**src/rtl/dual_issue_queue.sv**
```systemverilog
// Dual-entry instruction buffer between the two-wide fetch and decode stages.
// First-word fall-through read; slot B issues only when independent of slot A.
module dual_issue_queue #(
  parameter int DATA_WIDTH = 32,
  parameter int DEPTH      = 8
) (
  input  logic                    clk,
  input  logic                    rst,
  input  logic                    flush_i,
  input  logic                    stall_i,
  input  logic [1:0]              push_valid_i,
  input  logic [DATA_WIDTH-1:0]   InstrA_i,
  input  logic [DATA_WIDTH-1:0]   InstrB_i,
  input  logic [DATA_WIDTH-1:0]   PCA_i,
  input  logic [DATA_WIDTH-1:0]   PCB_i,
  output logic                    push_ready_o,
  output logic                    IssueA_valid_o,
  output logic                    IssueB_valid_o,
  output logic [DATA_WIDTH-1:0]   InstrA_o,
  output logic [DATA_WIDTH-1:0]   InstrB_o,
  output logic [DATA_WIDTH-1:0]   PCA_o,
  output logic [DATA_WIDTH-1:0]   PCB_o,
  output logic [$clog2(DEPTH):0]  count_o
);

  localparam int PTR_W = $clog2(DEPTH);
  localparam int CNT_W = PTR_W + 1;
  localparam logic [DATA_WIDTH-1:0] NOP = DATA_WIDTH'(32'h00000013);

  localparam logic [6:0] OP_BRANCH = 7'b1100011;
  localparam logic [6:0] OP_JAL    = 7'b1101111;
  localparam logic [6:0] OP_JALR   = 7'b1100111;
  localparam logic [6:0] OP_LOAD   = 7'b0000011;
  localparam logic [6:0] OP_STORE  = 7'b0100011;

  logic [DATA_WIDTH-1:0] instrMem [DEPTH];
  logic [DATA_WIDTH-1:0] pcMem    [DEPTH];

  logic [PTR_W-1:0] wrPtr;
  logic [PTR_W-1:0] rdPtr;
  logic [PTR_W-1:0] wrPtrNext;
  logic [PTR_W-1:0] rdPtrNext;
  logic [CNT_W-1:0] count;

  logic             pushReady;
  logic             pushA;
  logic             pushB;
  logic [CNT_W-1:0] pushCnt;
  logic [CNT_W-1:0] popCnt;

  logic [DATA_WIDTH-1:0] entryA;
  logic [DATA_WIDTH-1:0] entryB;
  logic [DATA_WIDTH-1:0] entryPcA;
  logic [DATA_WIDTH-1:0] entryPcB;

  logic [4:0] rdA;
  logic [4:0] rs1B;
  logic [4:0] rs2B;
  logic [6:0] opA;
  logic [6:0] opB;
  logic       rawHazard;
  logic       ctrlHazard;
  logic       memHazard;
  logic       pairHazard;

  logic issueA;
  logic issueB;

  // Push acceptance looks only at the registered count, so a same-cycle pop
  // never turns a full queue into an accepting one.
  assign pushReady = (count <= CNT_W'(DEPTH - 2));
  assign pushA     = pushReady & ~flush_i & push_valid_i[0];
  assign pushB     = pushReady & ~flush_i & push_valid_i[0] & push_valid_i[1];
  assign pushCnt   = CNT_W'(pushA) + CNT_W'(pushB);

  assign wrPtrNext = wrPtr + PTR_W'(1);
  assign rdPtrNext = rdPtr + PTR_W'(1);

  assign entryA   = instrMem[rdPtr];
  assign entryB   = instrMem[rdPtrNext];
  assign entryPcA = pcMem[rdPtr];
  assign entryPcB = pcMem[rdPtrNext];

  assign rdA  = entryA[11:7];
  assign rs1B = entryB[19:15];
  assign rs2B = entryB[24:20];
  assign opA  = entryA[6:0];
  assign opB  = entryB[6:0];

  // Register fields are compared for every opcode; false dependences only cost a cycle.
  assign rawHazard  = (rdA != 5'd0) && ((rdA == rs1B) || (rdA == rs2B));
  assign ctrlHazard = (opA == OP_BRANCH) || (opA == OP_JAL) || (opA == OP_JALR);
  assign memHazard  = ((opA == OP_LOAD) || (opA == OP_STORE)) &&
                      ((opB == OP_LOAD) || (opB == OP_STORE));
  assign pairHazard = rawHazard | ctrlHazard | memHazard;

  assign issueA = (count >= CNT_W'(1)) & ~flush_i;
  assign issueB = (count >= CNT_W'(2)) & ~flush_i & ~pairHazard;

  assign popCnt = (stall_i | flush_i) ? '0 : (CNT_W'(issueA) + CNT_W'(issueB));

  always_ff @(posedge clk or negedge rst) begin
    if (!rst) begin
      for (int i = 0; i < DEPTH; i++) begin
        instrMem[i] <= NOP;
        pcMem[i]    <= '0;
      end
    end else begin
      if (pushA) begin
        instrMem[wrPtr] <= InstrA_i;
        pcMem[wrPtr]    <= PCA_i;
      end
      if (pushB) begin
        instrMem[wrPtrNext] <= InstrB_i;
        pcMem[wrPtrNext]    <= PCB_i;
      end
    end
  end

  always_ff @(posedge clk or negedge rst) begin
    if (!rst) begin
      wrPtr <= '0;
      rdPtr <= '0;
      count <= '0;
    end else if (flush_i) begin
      wrPtr <= '0;
      rdPtr <= '0;
      count <= '0;
    end else begin
      wrPtr <= wrPtr + PTR_W'(pushCnt);
      rdPtr <= rdPtr + PTR_W'(popCnt);
      count <= count + pushCnt - popCnt;
    end
  end

  assign push_ready_o   = pushReady;
  assign IssueA_valid_o = issueA;
  assign IssueB_valid_o = issueB;
  assign InstrA_o       = issueA ? entryA : NOP;
  assign InstrB_o       = issueB ? entryB : NOP;
  assign PCA_o          = issueA ? entryPcA : '0;
  assign PCB_o          = issueB ? entryPcB : '0;
  assign count_o        = count;

endmodule

```
**config.mk**
```make
export PLATFORM = sky130hd
export DESIGN_NAME = dual_issue_queue
export DESIGN_NICKNAME = d
export VERILOG_FILES = /design/src/rtl/dual_issue_queue.sv
export SDC_FILE = /design/constraint.sdc
export NUM_CORES = 2
export LEC_CHECK = 0
export CAP_MARGIN = 15
export CORE_MARGIN = 4
export CORE_UTILIZATION = 40
export CTS_CLUSTER_DIAMETER = 30
export DETAILED_ROUTE_END_ITERATION = 12
export HOLD_SLACK_MARGIN = 0.06
export PLACE_DENSITY = 0.61
export REMOVE_ABC_BUFFERS = 1
export SLEW_MARGIN = 0
export SYNTH_ARGS = -nofsm -noshare
export SYNTH_HDL_FRONTEND = slang
export SYNTH_SLANG_ARGS = --single-unit
```
**constraint.sdc**
```tcl
create_clock -name clk -period 5.09 [get_ports clk]
set_clock_uncertainty 0.15 [all_clocks]
set_input_delay 1.2725 -clock clk [delete_from_list [all_inputs] [get_ports clk]]
set_output_delay 1.2725 -clock clk [all_outputs]
set_load 0.01 [all_outputs]
```
==> flow_summary.yaml <==
clocking:
  hold_buffers: 0
  cts_tree: "built"
  cts_buffers: 148
  htree_levels: 4
  clk_pin_slew_ns: 0.04
  clock-sinks: 522
  cts_root_buffer: "clkbuf_16"
  clockBufferDepth: 3
  insertion_delay_ns: 0.71
flow_run:
  maxCapViolations: 0
outcome:
  violations: "setup timing"
  status: "finished with violations"
synth:
  yosysWarnings: 0
  syn_area_sq_um: 33390
  syn_avg_cell_area_sq_um: 10.42
  ys_seq_elements: 522
  synth_cell_types: 54
  synth_edf_count: 0
  ys.flop_type: "dfrtp_1"
  synth.top_cell.area_share_pct: 37.32
  netlist_top_cells_area: "dfrtp_1, mux2i_1, mux4_2"
  ys_async_sr_fraction_pct: 100.0
  synth_top_cell_by_area: "dfrtp_1"
  syn_inst: 3205
  synth-seq-area-share_pct: 39.21
hold_path:
  whs_path_depth: 2
  hold_path.class: "register to register"
  holdPathEnd: "instrMem[32]"
  worst_hold_startpoint: "instrMem[32]"
finish:
  drive_gt1_share_pct: 24.77
  num-nets-final: 3578
  final_cells: 4631
  seq_area_sq_um: 13100
  final_common_cell: "mux2i_1"
  area_delta_synth_final_pct: 32.24
  mostFrequentLayoutCells: "mux2i_1, dfrtp_1, nand2_1"
  fillCellCount: 7004
  multi_input_area_sq_um: 19430
worst_setup_path:
  cp_max_fo: 14
  critPathSlowestCell: "mux4_2"
  path_cells: "ha_4 -> buf_12 -> buf_6 -> mux2i_1 -> mux4_2 -> nand2_2 -> nor4_2 -> o211ai_1 -> o31ai_4 -> buf_4 -> clkbuf_16 -> or4b_1 -> buf_2"
  critPathBufInv: 5
  cp-start-kind: "register"
  r2r_end: "count_o[3]"
  ff2ff_setup_slack_ns: 0.18
  worstPathRequired_ns: 3.67
  crit_type: "register to primary output"
  critPathMaxStageDelay_ns: 0.53
  r2r_start: "rdPtr[0]"
  crit_arrival_ns: 4.32
  r2r_cells: 24
  crit_path_end_kind: "primary output"
  path_delay_family: "buffers and inverters"
sta:
  timing.final.crit_period_ns: 5.741
  layout_setup_ws_ns: -0.6514
  slew_headroom_pct: 20.97
  slew_violations: 0
  fmax_ghz: 0.1742
  finalCritPeriodShare_pct: 112.8
  setup-tns-final_ns: -29.95
  rsz0062_at_grt: "yes"
  finalHoldViolCount: 0
  finalSetupViolations: 65
  tightest_slew_ns: 1.185
global_route:
  grtUsageTotal_pct: 26.01
  grt_pass1_wl_um: 175800
  grt_max_degree: 129
  grt_pass1_vias: 27010
  antenna_found_initial: 18
  grt-ovfl-total: 0
placed_design:
  place_inst: 4265
  dp_hpwl_um: 66230
  numPortBuffers: 268
  gp_congestion: 0.7993
  dp_slack_ns: -0.1989
die:
  die_w_um: 296.9
  start_util_pct: 40.54
  io_pins: 269
  rows: 105
  core_sq_um: 82370
  die_y_um: 296.9
  die_area_sq_um: 88160
routing:
  wl_per_cell_um: 25.91
  vias: 27170
  totalWireLength_um: 120000
  ant_nets: 0
  drtIter0Drc: 2339
  routed_via_density: 5.867
  first_pass_iters: 6
  route.detailed.drc: 0
pwr:
  irDropWorstVdd_v: 0.0003846
  leakagePower_uw: 0.01857
  p_per_area_nw_per_um2: 599.1
==> what timing repair did <==
action,CTS,global route
resized for setup,204,259
pin swaps,4,37
buffers inserted,13,61
cloned,1,9
setup endpoints to repair,94,70
==> registers in the layout (all words and copies together), names as in the netlist <==
name / count
pcMem: 256
instrMem: 256
wrPtr: 3
count_o: 4
rdPtr: 3
==> layout make-up <==
cell class / instances / area share (%)
inverters: 14 / 0.1190
repair buffers: 477 / 11.17
multi-input cells: 2265 / 44.01
clock buffers: 211 / 9.699
diodes: 9 / 0.05100
flip-flops and latches: 522 / 29.68
clock inverters: 63 / 2.250
well taps: 1070 / 3.032
==> worst max-delay path by stage <==
stage | endpoint | cells past startpoint | start | slack, ns
finish | InstrB_o[1] | 13 | rdPtr[0] | -0.65
global route | InstrB_o[1] | 13 | rdPtr[0] | -0.72
CTS | InstrB_o[3] | 12 | rdPtr[1] | -0.79
detailed placement | InstrB_o[31] | 12 | rdPtr[0] | -0.20
global placement | InstrB_o[31] | 12 | rdPtr[1] | -0.21
floorplan | count_o[3] | 18 | rdPtr[0] | -14.81
==> cell usage after synthesis, types with 2 or more instances <==
cell       count
a32oi_1        5
a2111oi_2     16
a32oi_2        2
nand3b_1       9
nor3_1        16
nor2_1       333
buf_6         12
ha_1          12
a2111oi_0     19
dfrtp_1      498
buf_1         42
buf_4          7
xnor2_1        7
fa_1           4
clkbuf_1     237
inv_1         13
dfstp_2       24
nand3_1        8
or4b_1         3
mux2_2         4
a21oi_1      261
a21o_1         3
xor2_1         6
buf_12         2
buf_2         39
nor2b_1        6
mux4_2       238
a2111oi_1     13
nand2_1      378
and3_1         2
nor3b_1       14
and2_1         2
mux2i_1      614
nand4_1        6
nor4_1        10
o21ai_0      259
clkbuf_2      64
==> metal layers <==
layer  GRT usage [%]  up-vias  wire, um
li1                -    12080         -
met1           36.39    13670     51890
met2           39.37     1166     54230
met3           6.931      238      9972
met4           8.781       20      3744
met5               0        -       130
==> worst reg2reg max path, cell delays in order, from the launching register on <==
cell and delay (ns):
dfrtp_4 0.49, ha_4 0.32, buf_4 0.14, buf_12 0.12, buf_6 0.13, mux4_2 0.50
mux2i_1 0.14, buf_4 0.16, xnor2_2 0.11, nand4b_1 0.19, nor3_4 0.21, buf_8 0.17
buf_16 0.16, buf_4 0.14, nor3_4 0.04, ha_1 0.18, nand2_1 0.07, inv_1 0.06
fa_1 0.49, inv_1 0.06, ha_1 0.27, a21o_1 0.15, a21oi_1 0.16, xnor2_1 0.13
nor2_1 0.05
==> report_power, final <==
part           total [uW]  internal [uW]  switching (uW)
clock                9710           6840            2870
combinational       10300           5300            4990
sequential           6450           5450            1000
total               26500          17600            8870
==> metrics by stage <==
step,power (uW),utilization [%],area (sq um),hold WS (ns)
detailed placement,14840,45.12,37170,0.4134
finish,26450,53.61,44160,0.4178
floorplan,11630,-,31590,0.3847
global placement,14690,45.12,37170,0.4020
CTS,24920,51.87,42730,0.4158
global route,27650,53.59,44140,0.4456
==> cell families after synthesis <==
logic type | after synthesis | share of synthesized area (%)
muxes | 857 | 34.63
and+or+nand+nor | 794 | 9.645
AOI/OAI and AO/OA | 583 | 9.818
DFF | 522 | 39.21
buffers and inverters | 418 | 5.565
adders and majority gates | 16 | 0.6895
xor gates and xnor gates | 15 | 0.4384
No activity file was read; power rests on OpenSTA's default activity.
